===== src/rtl/gtxe2_chnl_tx_oob_pkg.sv =====
// gtxe2_chnl_tx_oob_defs: state/type encodings and OOB timing defaults.
// The timing defaults are shared with the RX OOB detector.
package gtxe2_chnl_tx_oob_defs;

    typedef enum logic [1:0] {ST_IDLE = 2'd0, ST_BURST = 2'd1, ST_GAP = 2'd2} state_e;
    typedef enum logic [1:0] {OOB_INIT = 2'd0, OOB_WAKE = 2'd1, OOB_SAS = 2'd2} oob_e;

    localparam int          DEF_WIDTH         = 20;
    localparam logic [19:0] DEF_BURST_PATTERN = 20'b1010000011_0101111100;
    localparam int          DEF_BURST_COUNT   = 6;
    localparam int          DEF_BURST_LEN     = 8;
    localparam int          DEF_GAP_INIT      = 24;
    localparam int          DEF_GAP_WAKE      = 8;
    localparam int          DEF_GAP_SAS       = 72;

    function automatic int clogb2(input int v);
        int r;
        for (r = 0; (1 << r) < v; r++) begin
        end
        return r;
    endfunction

    function automatic int max4(input int a, input int b, input int c, input int d);
        int m;
        m = a > b ? a : b;
        m = m > c ? m : c;
        return m > d ? m : d;
    endfunction

endpackage


===== src/rtl/gtxe2_chnl_tx_oob_timer.sv =====
// gtxe2_chnl_tx_oob_timer: loadable down-counter that stops at zero.
module gtxe2_chnl_tx_oob_timer #(
    parameter int W = 7
) (
    input  logic         clk,
    input  logic         rst_n,
    input  logic         load,
    input  logic         dec,
    input  logic [W-1:0] load_val,
    output logic         zero
);

    logic [W-1:0] cnt_q, cnt_d;

    always_comb cnt_d = load ? load_val : (dec && cnt_q != '0) ? cnt_q - W'(1) : cnt_q;

    always_ff @(posedge clk or negedge rst_n)
        if (!rst_n) cnt_q <= '0;
        else        cnt_q <= cnt_d;

    assign zero = cnt_q == '0;

endmodule


===== src/rtl/gtxe2_chnl_tx_oob.sv =====
// gtxe2_chnl_tx_oob: TX OOB burst/gap sequencer (COMINIT/COMWAKE/COMSAS)
// with pass-through and electrical-idle forcing outside a sequence.
module gtxe2_chnl_tx_oob
    import gtxe2_chnl_tx_oob_defs::*;
#(
    parameter int               width         = DEF_WIDTH,
    parameter logic [width-1:0] BURST_PATTERN = DEF_BURST_PATTERN,
    parameter int               BURST_COUNT   = DEF_BURST_COUNT,
    parameter int               BURST_LEN     = DEF_BURST_LEN,
    parameter int               GAP_INIT      = DEF_GAP_INIT,
    parameter int               GAP_WAKE      = DEF_GAP_WAKE,
    parameter int               GAP_SAS       = DEF_GAP_SAS
) (
    input  logic             clk,
    input  logic             rst_n,
    input  logic [width-1:0] indata,
    output logic [width-1:0] outdata,
    output logic             outelecidle,
    input  logic             TXELECIDLE,
    input  logic             TXCOMINIT,
    input  logic             TXCOMWAKE,
    input  logic             TXCOMSAS,
    output logic             TXCOMFINISH
);

    localparam int CW = clogb2(max4(BURST_LEN, GAP_INIT, GAP_WAKE, GAP_SAS) + 1);
    localparam int BW = clogb2(BURST_COUNT + 1);

    state_e           state_q, state_d;
    oob_e             req_type;
    logic [width-1:0] out_q, out_d;
    logic             eidle_q, eidle_d, fin_q, fin_d;
    logic [BW-1:0]    bcnt_q, bcnt_d;
    logic [CW-1:0]    gap_q, gap_d, tmr_val;
    logic             tmr_load, tmr_zero, req;

    always_comb begin
        req      = TXCOMINIT | TXCOMWAKE | TXCOMSAS;
        req_type = TXCOMINIT ? OOB_INIT : TXCOMWAKE ? OOB_WAKE : OOB_SAS;
        state_d  = state_q;
        gap_d    = gap_q;
        case (state_q)
            ST_IDLE:  state_d = (TXELECIDLE && req) ? ST_BURST : ST_IDLE;
            ST_BURST: state_d = !TXELECIDLE ? ST_IDLE : tmr_zero ? ST_GAP : ST_BURST;
            ST_GAP:   state_d = !TXELECIDLE ? ST_IDLE : !tmr_zero ? ST_GAP :
                                bcnt_q == '0 ? ST_IDLE : ST_BURST;
            default:  state_d = ST_IDLE;
        endcase
        // gap_q holds gap-1 so it can be loaded straight into the timer
        if (state_q == ST_IDLE && state_d == ST_BURST)
            gap_d = req_type == OOB_INIT ? CW'(GAP_INIT - 1) :
                    req_type == OOB_WAKE ? CW'(GAP_WAKE - 1) : CW'(GAP_SAS - 1);
        bcnt_d   = (state_q == ST_IDLE && state_d == ST_BURST) ? BW'(BURST_COUNT) :
                   (state_q == ST_BURST && state_d == ST_GAP)  ? bcnt_q - BW'(1) :
                   (state_d == ST_IDLE)                        ? '0 : bcnt_q;
        fin_d    = state_q == ST_GAP && TXELECIDLE && tmr_zero && bcnt_q == '0;
        out_d    = state_d == ST_BURST ? BURST_PATTERN :
                   (state_d == ST_GAP || TXELECIDLE) ? '0 : indata;
        eidle_d  = state_d == ST_BURST ? 1'b0 : state_d == ST_GAP ? 1'b1 : TXELECIDLE;
        tmr_load = state_d != state_q;
        tmr_val  = state_d == ST_BURST ? CW'(BURST_LEN - 1) : state_d == ST_GAP ? gap_q : '0;
    end

    always_ff @(posedge clk or negedge rst_n)
        if (!rst_n) begin
            state_q <= ST_IDLE;
            out_q   <= '0;
            eidle_q <= 1'b1;
            fin_q   <= 1'b0;
            bcnt_q  <= '0;
            gap_q   <= '0;
        end else begin
            state_q <= state_d;
            out_q   <= out_d;
            eidle_q <= eidle_d;
            fin_q   <= fin_d;
            bcnt_q  <= bcnt_d;
            gap_q   <= gap_d;
        end

    gtxe2_chnl_tx_oob_timer #(.W(CW)) u_timer (
        .clk      (clk),
        .rst_n    (rst_n),
        .load     (tmr_load),
        .dec      (state_q != ST_IDLE),
        .load_val (tmr_val),
        .zero     (tmr_zero)
    );

    assign outdata     = out_q;
    assign outelecidle = eidle_q;
    assign TXCOMFINISH = fin_q;

endmodule


===== config.mk =====
export PLATFORM = sky130hd
export DESIGN_NAME = gtxe2_chnl_tx_oob
export DESIGN_NICKNAME = d
export VERILOG_FILES = /design/src/rtl/gtxe2_chnl_tx_oob_pkg.sv /design/src/rtl/gtxe2_chnl_tx_oob_timer.sv /design/src/rtl/gtxe2_chnl_tx_oob.sv
export SDC_FILE = /design/constraint.sdc
export NUM_CORES = 1
export LEC_CHECK = 0
export BUFFER_PORTS_ARGS = -buffer_cell sky130_fd_sc_hd__buf_2
export CORE_MARGIN = 2
export CORE_UTILIZATION = 54
export CTS_CLUSTER_SIZE = 30
export DETAILED_ROUTE_END_ITERATION = 12
export HOLD_SLACK_MARGIN = 0.12
export PLACE_DENSITY_LB_ADDON = 0.1
export SYNTH_ARGS = -nofsm -noshare
export SYNTH_HDL_FRONTEND = slang
export SYNTH_SLANG_ARGS = --single-unit

===== constraint.sdc =====
create_clock -name clk -period 3.8 [get_ports clk]
set_input_delay 0.19 -clock clk [delete_from_list [all_inputs] [get_ports clk]]
set_output_delay 0.19 -clock clk [all_outputs]
set_load 0.01 [all_outputs]

# Word-level counts from Yosys, hierarchy flattened
# Cells that the tools add are included.
word_totals:
  regBits: 41
  wordCells: 56
  input_bits: 26
classes:
  eq_ne: 6
  n_bitwise: 2
  n_addsub: 2
  reduce_logical: 17
  mux: 22
op_table:
  columns: ["op", "n"]
  rows:
  - ["$mux W7", 6]
  - ["$mux W20", 2]
  - ["$mux W2", 6]
  - ["$mux W3", 3]
  - ["$logic_and A1 B1 Y1", 7]
  - ["$logic_not A7 Y1", 1]
  - ["$reduce_bool A7 Y1", 1]
  - ["$sub A7 B1 Y7 const B", 1]
  - ["$eq A2 B1 Y1 const B", 3]
  - ["$logic_not A2 Y1", 3]
  - ["$pmux W2 S3", 1]
  - ["$eq A2 B2 Y1 const B", 2]
  - ["$mux W1", 4]
  - ["$reduce_bool A2 Y1", 2]
  - ["$logic_not A3 Y1", 1]
  - ["$reduce_bool A3 Y1", 1]
  - ["$sub A3 B1 Y3 const B", 1]
  - ["$ne A2 B2 Y1", 1]
  - ["$or A1 B1 Y1", 2]
  - ["$logic_or A1 B1 Y1", 1]

# Logic depth before layout (Yosys ltp)
# Gate-level depths: netlist (run 1).
logic_depth:
  depth_word: 9
  depth_mapped: 8

# Hierarchy
# Synthesis (run 1) repeated with hierarchy kept, for this count alone.
hier_totals:
  cells_unflattened: 170
  area_unflattened_um2: 1856.8
by_module_without_submodules:
  columns: ["mod", "instances", "cells_each", "area_each_um2"]
  rows:
  - ["gtxe2_chnl_tx_oob", 1, 113, 1330.0]
  - ["gtxe2_chnl_tx_oob_timer", 1, 57, 526.8]

# Worst setup path before layout (run 1)
# No wires, ideal clock.
synth_path:
  path_kind: "register to register"
  from: "register u_timer.cnt_q[2]"
  to: "register out_q[10] (netlist: outdata[10])"
  stages_incl_launch_ff: 7
  setup_slack_ns: 2.035
  arrival_time_ns: 1.633
  synth_period_minus_slack_ns: 1.765
  setup_time_ns: 0.132
  n_path_buf: 1
  path_cell_list: "dfrtp_1 > nor4_4 > nand2_4 > mux2_4 > a21boi_4 > buf_6 > o21ai_1"
synth_between:
  elab_chain_cells: 8
synth_lines:
  columns: ["item", "line_no", "rtl"]
  rows:
  - ["from (decl)", "gtxe2_chnl_tx_oob_timer.sv:13", "logic [W-1:0] cnt_q, cnt_d;"]
  - ["from (signal assigned)", "gtxe2_chnl_tx_oob_timer.sv:19", "else cnt_q <= cnt_d;"]
  - ["$logic_not A7 Y1 (*)", "gtxe2_chnl_tx_oob_timer.sv:21", "assign zero = cnt_q == '0;"]
  - ["$mux W2 (on tied branches) (2 in series)", "gtxe2_chnl_tx_oob.sv:45, gtxe2_chnl_tx_oob.sv:44", null]
  - ["$pmux W2 S3 (*)", "gtxe2_chnl_tx_oob.sv:42", "case (state_q)"]
  - ["$eq A2 B2 Y1", "gtxe2_chnl_tx_oob.sv:58", "(state_d == ST_GAP || TXELECIDLE) ? '0 : indata;"]
  - ["$logic_or A1 B1 Y1", "gtxe2_chnl_tx_oob.sv:58", null]
  - ["$mux W20", "gtxe2_chnl_tx_oob.sv:58", null]
  - ["$mux W20 (*)", "gtxe2_chnl_tx_oob.sv:57", "out_d = state_d == ST_BURST ? BURST_PATTERN :"]
  - ["net out_d[10]", "gtxe2_chnl_tx_oob.sv:31", "logic [width-1:0] out_q, out_d;"]
  - ["to (signal assigned)", "gtxe2_chnl_tx_oob.sv:74", "out_q <= out_d;"]
  - ["to (decl)", "gtxe2_chnl_tx_oob.sv:31", null]
# Mark *: on every way through the listed nets, which the timed path passes. The rest lies on a longest branch.
# A chain may end at the register's enable or synchronous reset.

# Worst setup path in the final report (run 1)
layout_path:
  from: "register u_timer.cnt_q[2]"
  to: "register out_q[19] (netlist: outdata[19])"
# Same word-level chain as after synthesis.

==> summary.txt, run 1 <==
Synth
  • Register area share after synthesis: 57.1%
  • Syn Nets: 177
  • Cell variety after synth: 42
  • YS warnings: 0
  • EDFF count, synth: 0
  • Cell count after synthesis: 147
  • Syn Area/Cell: 11.0 sq um
  • Synthesized flop and latch total: 37
  • Synth async-reset ratio: 100%
  • Synthesized cell area: 0.00162 sq mm
  • Most used DFF post-synth: dfrtp_1

Floorplanning
  • # rows: 19
  • Initial Util: 57.9%
  • Die H: 58.8 microns
  • Core outline area: 0.00281 sq mm
  • Die span in x: 58.8 microns
  • DIE AREA: 0.00346 sq mm
  • Total I/O pin count: 48

Power and ir drop
  • Overall power: 1.25 mW
  • VDD IR max: 0.000391 V
  • PwrDens: 576 mW/mm^2
  • P_leak: 1.12 nW

Layout
  • Sequential cell area: 927 sq um
  • ANT cells: 0
  • Share of cells above drive strength 1: 28.8%
  • Syn-to-layout area delta: 33.9%
  • Final net count: 251
  • Final std cells w/o fill: 253
  • Final core occ: 77.5%
  • Fillcell total: 178
  • Final Cell Area: 0.00217 sq mm
  • Multi-input logic area: 611 sq um

Placed design
  • Placed Cells: 221
  • DP HPWL: 2160 microns
  • Final Wtd Congestion: 0.844
  • Port bufs: 47
  • DP Area: 0.00188 sq mm
  • Pre-CTS WS: 1840 ps

Timing
  • Number of setup violations in the final report: 0
  • Slew Limit Fails: 0
  • Setup WS post-layout: 1790 ps
  • Final period utilization: 53.0%
  • WHS: 320 ps
  • RSZ-0062 raised after global routing: false
  • Slew headroom: 47.4%
  • Clock skew: 7.22 ps
  • Final Hold Fails: 0
  • Worst Tran Pin Value: 789 ps
  • Max Fclk: 0.497 GHz
  • TNS Setup: 0 ps
  • Min Tclk post-route: 2010 ps

Min path
  • Hold Crit Class: input pin to flip-flop
  • Hold Crit Start: TXELECIDLE

Critical path
  • Required time worst endpoint: 4000 ps
  • CP Buf/Inv Count: 0
  • Crit-path cells: nor4_4, nand2_4, mux2_4, a21boi_4, o21ai_0
  • Critical Path Max Stage Delay: 480 ps
  • Worst path top cell family by delay: simple AND/OR/NAND/NOR gates
  • Worst r2r src: u_timer.cnt_q[2]
  • Crit. End Element: flip-flop
  • Startpoint types: flip-flop
  • Crit path max fanout: 12
  • Critical path type: flip-flop to flip-flop
  • Setup crit start: u_timer.cnt_q[2]
  • CP max-delay cell: dfrtp_1
  • WP data arrival: 2210 ps

CTS
  • Longest Clk Path Bufs: 2
  • Postcts setup bufs: 0
  • Num CTS Buffers: 5
  • Worst-skew pair later-pin latency: 340 ps
  • Clock slew seen by the registers of the worst setup and hold paths: 110 ps
  • Clock root buffer master: clkbuf_4
  • Htree depth: 2
  • CTS tree: built
  • Clock sinks: 37

GRT
  • Vias in the first global route: 1322
  • Global-route wire length before repair: 6120 microns
  • Largest net degree at the start of global routing: 38
  • Global Route Usage Sum: 25.1%
  • Initial antenna violation count: 0
  • GR Overflow Total: 0

Detailed routing
  • Total routed wirelength: 3820 microns
  • First-pass iteration count of the detailed router: 4
  • Via count: 1313
  • Wire length per cell: 15.1 microns
  • Drc violations: 0
  • Vias/cell: 5.19
  • Final antenna-violating net count: 0
  • Detailed Route Iter0 Violations: 36

Flow run
  • Max-cap viol count: 0

Status
  • Status: completed
## where the power goes
group          total, mW  internal [mW]  leakage (nW)  switching [mW]
registers          0.565          0.492         0.455          0.0723
logic              0.474          0.213         0.628           0.260
clock network      0.214         0.0913        0.0326           0.122
## per-layer routing
layer / vias up / part of all wire, % / GRT usage (%)
li1: 637 / - / -
met1: 631 / 41 / 29.1
met2: 40 / 52 / 43.5
met3: 5 / 5.6 / 8.35
met4: 0 / 1.5 / 8.77
met5: - / 0 / 0
## state kept, by name, indices dropped and copies added (netlist names)
| register | cells |
|---|---|
| outelecidle | 1 |
| state_q | 2 |
| TXCOMFINISH | 1 |
| outdata | 20 |
| gap_q | 3 |
| u_timer.cnt_q | 7 |
| bcnt_q | 3 |
## final timing paths
kind / endpoint / slack, ps / cells past startpoint
max in group asynchronous: u_timer.cnt_q[3] / 2840 / 2
worst max register to register: outdata[19] / 1790 / 5
min in group asynchronous: u_timer.cnt_q[1] / 460 / 2
worst min register to register: gap_q[2] / 450 / 2
worst max-delay path: outdata[19] / 1790 / 5
worst min-delay path: outdata[16] / 320 / 2
## cell type report
type | instances | share of cell area [%]
clock buffers | 8 | 2.70
inverters | 17 | 2.93
multi-input cells | 89 | 28.1
flip-flops and latches | 37 | 42.6
well taps | 31 | 1.78
repair buffers | 71 | 21.9
## logic make-up (layout without fill, tap and decap cells)
| kind of cell | after synthesis | count (layout) | synth area share (%) |
|---|---|---|---|
| simple gates | 45 | 45 | 16.8 |
| flops | 37 | 37 | 57.1 |
| compound gates | 33 | 33 | 13.3 |
| buf+inv | 21 | 96 | 5.32 |
| fa+ha+maj | 4 | 4 | 3.08 |
| xor+xnor | 4 | 4 | 2.16 |
| mux | 3 | 3 | 2.23 |
## cell usage after synthesis, types with 2 or more instances
master    number  area share [%]
clkbuf_1       3            0.69
o21ai_2        2             1.1
ha_1           4             3.1
a22oi_1        2            0.92
o21ai_0        9             2.8
inv_1         17             3.9
o21ai_1        7             2.2
dfrtp_1       36              55
o21a_1         3             1.4
a21oi_1        2            0.62
nand2_1        9             2.1
xor2_1         3             1.6
nand4_1        2            0.77
nand3_1        4             1.2
nor2b_1       12             4.6
nor2_1         6             1.4
## layout by cell type (no fill, tap or decap), drive strengths merged, types with 2 or more instances in the layout
| master | count |
|---|---|
| a21oi | 2 |
| nand2 | 10 |
| dlygate4sd3 | 24 |
| o21a | 3 |
| a21boi | 2 |
| nor2b | 12 |
| ha | 4 |
| nand4 | 2 |
| xor2 | 3 |
| nor2 | 6 |
| inv | 17 |
| o21ai | 18 |
| nand3 | 5 |
| mux2 | 2 |
| clkbuf | 8 |
| nor4 | 2 |
| and2 | 2 |
| buf | 47 |
| dfrtp | 36 |
| a22oi | 2 |
## what timing repair did
item / 4_1_cts / 5_1_grt
hold buffers: 24 / 0
endpoints found under the hold margin: 58 / 0
gates resized for setup: 0 / 0
No activity file was read; power rests on OpenSTA's default activity.
==> run 2: changes to the inputs <==
--- a/config.mk
+++ b/config.mk
@@ -5,9 +5,10 @@
 export SDC_FILE = /design/constraint.sdc
 export NUM_CORES = 1
 export LEC_CHECK = 0
+export ABC_AREA = 1
 export BUFFER_PORTS_ARGS = -buffer_cell sky130_fd_sc_hd__buf_2
 export CORE_MARGIN = 2
-export CORE_UTILIZATION = 54
+export CORE_UTILIZATION = 46
 export CTS_CLUSTER_SIZE = 30
 export DETAILED_ROUTE_END_ITERATION = 12
 export HOLD_SLACK_MARGIN = 0.12
==> constraint.sdc (replaced) <==
create_clock -name clk -period 1.7 [get_ports clk]
set_input_delay 0.085 -clock clk [delete_from_list [all_inputs] [get_ports clk]]
set_output_delay 0.085 -clock clk [all_outputs]
set_load 0.01 [all_outputs]
==> run 2 against run 1 <==
  * Synthesized area grew 5.2%
  * Total power increased to 3.0 times the previous value
  * Fmax rose by 28%
  * Die area increased by 22%
  * Clock skew shrank 2.3 ps
  * Wire length is 1.8% lower
==> summary.txt, run 2 <==
Status
  • Status: completed

Placed design
  • DP Area: 0.00205 sq mm
  • Placed Cells: 287
  • Final Wtd Congestion: 0.796
  • Pre-CTS WS: 40.3 ps
  • Port bufs: 47
  • DP HPWL: 2460 microns

GRT
  • Vias in the first global route: 1528
  • Global-route wire length before repair: 6830 microns
  • Global Route Usage Sum: 21.4%
  • Initial antenna violation count: 0
  • GR Overflow Total: 0
  • Largest net degree at the start of global routing: 38

CTS
  • Clock slew seen by the registers of the worst setup and hold paths: 70 ps
  • Worst-skew pair later-pin latency: 290 ps
  • Num CTS Buffers: 5
  • Clock root buffer master: clkbuf_8
  • Longest Clk Path Bufs: 2
  • Htree depth: 2
  • Clock sinks: 37
  • CTS tree: built

Detailed routing
  • Met3 WL: 229 microns
  • Total routed wirelength: 3750 microns
  • Detailed Route Iter0 Violations: 81
  • Routed length on met2: 1810 microns
  • Final antenna-violating net count: 0
  • WL met1: 1660 microns
  • Vias/cell: 4.55
  • Via count: 1471
  • Drc violations: 0
  • First-pass iteration count of the detailed router: 4
  • Wire length per cell: 11.6 microns
  • Top Layer Used: met4

Critical path
  • Crit. End Element: flip-flop
  • Worst r2r src: u_timer.cnt_q[3]
  • Required time worst endpoint: 1880 ps
  • Crit Reg-Reg Endpoint: u_timer.cnt_q[1]
  • Crit path max fanout: 6
  • Critical path type: flip-flop to flip-flop
  • Reg2reg path depth: 12
  • WP data arrival: 1750 ps
  • Startpoint types: flip-flop
  • R2r setup slk: 120 ps

Synth
  • Top cells by area, synth: dfrtp_1, nand2_1, inv_1, nor2_1, ha_1
  • EDFF count, synth: 0
  • Biggest area consumer among synthesized cells: dfrtp_1
  • Synthesized flop and latch total: 37
  • YS warnings: 0
  • Most frequent cell after synthesis: nand2_1
  • Post-synth top area share: 52.7%
  • Syn Nets: 217
  • Cell variety after synth: 31
  • Most used DFF post-synth: dfrtp_1
  • Commonest cells post-synth: nand2_1, dfrtp_1, inv_1, nor2_1, nand3_1
  • Cell count after synthesis: 187
  • Synth async-reset ratio: 100%
  • Syn Area/Cell: 9.14 sq um
  • Register area share after synthesis: 54.2%
  • Synthesized cell area: 0.00171 sq mm

Power and ir drop
  • PwrDens: 1550 mW/mm^2
  • Overall power: 3.80 mW
  • VDD IR max: 0.000794 V
  • P_leak: 1.34 nW

Timing
  • Min Tclk post-route: 1580 ps
  • Clock skew: 4.95 ps
  • Slew headroom: 68.9%
  • Max Fclk: 0.634 GHz
  • Final period utilization: 92.7%
  • Number of setup violations in the final report: 0
  • RSZ-0062 raised after global routing: true
  • WHS: 180 ps
  • Setup WS post-layout: 123 ps
  • Final Hold Fails: 0
  • Worst Tran Pin Value: 467 ps
  • TNS Setup: 0 ps
  • Slew Limit Fails: 0

Floorplanning
  • Die H: 65.0 microns
  • Die span in x: 65.0 microns
  • Initial Util: 47.4%
  • # rows: 22
  • Total I/O pin count: 48
  • DIE AREA: 0.00422 sq mm
  • Core outline area: 0.00361 sq mm

Layout
  • Final core occ: 68.0%
  • Syn-to-layout area delta: 43.6%
  • Final Cell Area: 0.00245 sq mm
  • Commonest non-fill, non-tap cell in the layout: nand2_1
  • Most frequent cells in the layout: nand2_1, buf_2, dfrtp_1, dlygate4sd3_1, inv_1
  • Share of cells above drive strength 1: 36.0%
  • Final net count: 304
  • Final std cells w/o fill: 323
  • Max reg flops: 20
  • ANT cells: 0

Min path
  • Hold Crit Start: TXELECIDLE
  • Hold Crit Class: input pin to flip-flop
  • Hold Crit Depth: 3
  • Worst Hold End: outdata[7]

Flow run
  • Max-cap viol count: 0
-- run 2: cell types whose count changed after synthesis, moves of 4 or more --
| cell | before | now |
|---|---|---|
| nand2_1 | 9 | 56 |
| nor2b_1 | 12 | 0 |
| nor2_1 | 6 | 16 |
| o21ai_0 | 9 | 2 |
| nand2_2 | 0 | 6 |
| o21ai_1 | 7 | 1 |
| inv_1 | 17 | 22 |
| nand3_1 | 4 | 8 |
-- run 2: power breakdown --
group	internal, mW	leakage, nW	switching (mW)
sequential	1.15	0.457	0.149
clock	0.284	0.0450	0.299
combinational	0.824	0.837	1.10
total	2.26	1.34	1.54
-- run 2: cell families (layout without fill, tap and decap cells) --
kind of cell,Yosys count,in the layout,share of synthesized area (%)
XOR/XNOR,6,6,3.07
AND/OR/NAND/NOR,103,103,30.1
adder cells (fa/ha/maj),4,4,2.93
buffers and inverters,29,117,6.59
flip-flops,37,37,54.2
AO/OA/AOI/OAI,8,8,3.07
-- run 2: layout make-up --
class | count | area (sq um)
Clock buffer | 6 | 72.6
Clock inverter | 2 | 10.0
Fill cell | 300 | 1150
Inverter | 26 | 105
Multi-Input combinational cell | 121 | 716
Sequential cell | 37 | 927
Tap cell | 48 | 60.1
Timing Repair Buffer | 83 | 563
-- run 2: timing repair --
item / CTS / global route
setup buffers: 0 / 5
setup endpoints to repair: 0 / 19
endpoints found under the hold margin: 58 / 0
resized for setup: 0 / 14
hold buffers: 23 / 0
-- run 2: per-layer routing --
metal	up-vias	track usage, %
li1	741	-
met1	690	28.5
met2	35	33.6
met3	5	6.42
met4	0	6.65
met5	-	0
-- run 2: how the worst max path moves through the flow --
stage	from	end	slack, ps	cells past startpoint
CTS	u_timer.cnt_q[1]	u_timer.cnt_q[2]	20	13
global placement	u_timer.cnt_q[1]	u_timer.cnt_q[4]	90	11
detailed placement	u_timer.cnt_q[1]	u_timer.cnt_q[4]	40	11
floorplan	u_timer.cnt_q[0]	u_timer.cnt_q[1]	100	14
finish	u_timer.cnt_q[3]	u_timer.cnt_q[1]	120	12
global route	u_timer.cnt_q[3]	u_timer.cnt_q[2]	-7	13
-- run 2: worst max-delay path, cell delays in order (launching register included) --
cell	delay (ps)
dfrtp_1	430
nor2_4	150
nand2_4	80
nor2_8	140
nor2_4	50
nand2_2	100
nand2_2	60
nand2_2	80
clkinv_4	100
nand3_1	100
nand2_1	60
nand2_1	60
nand2_1	50
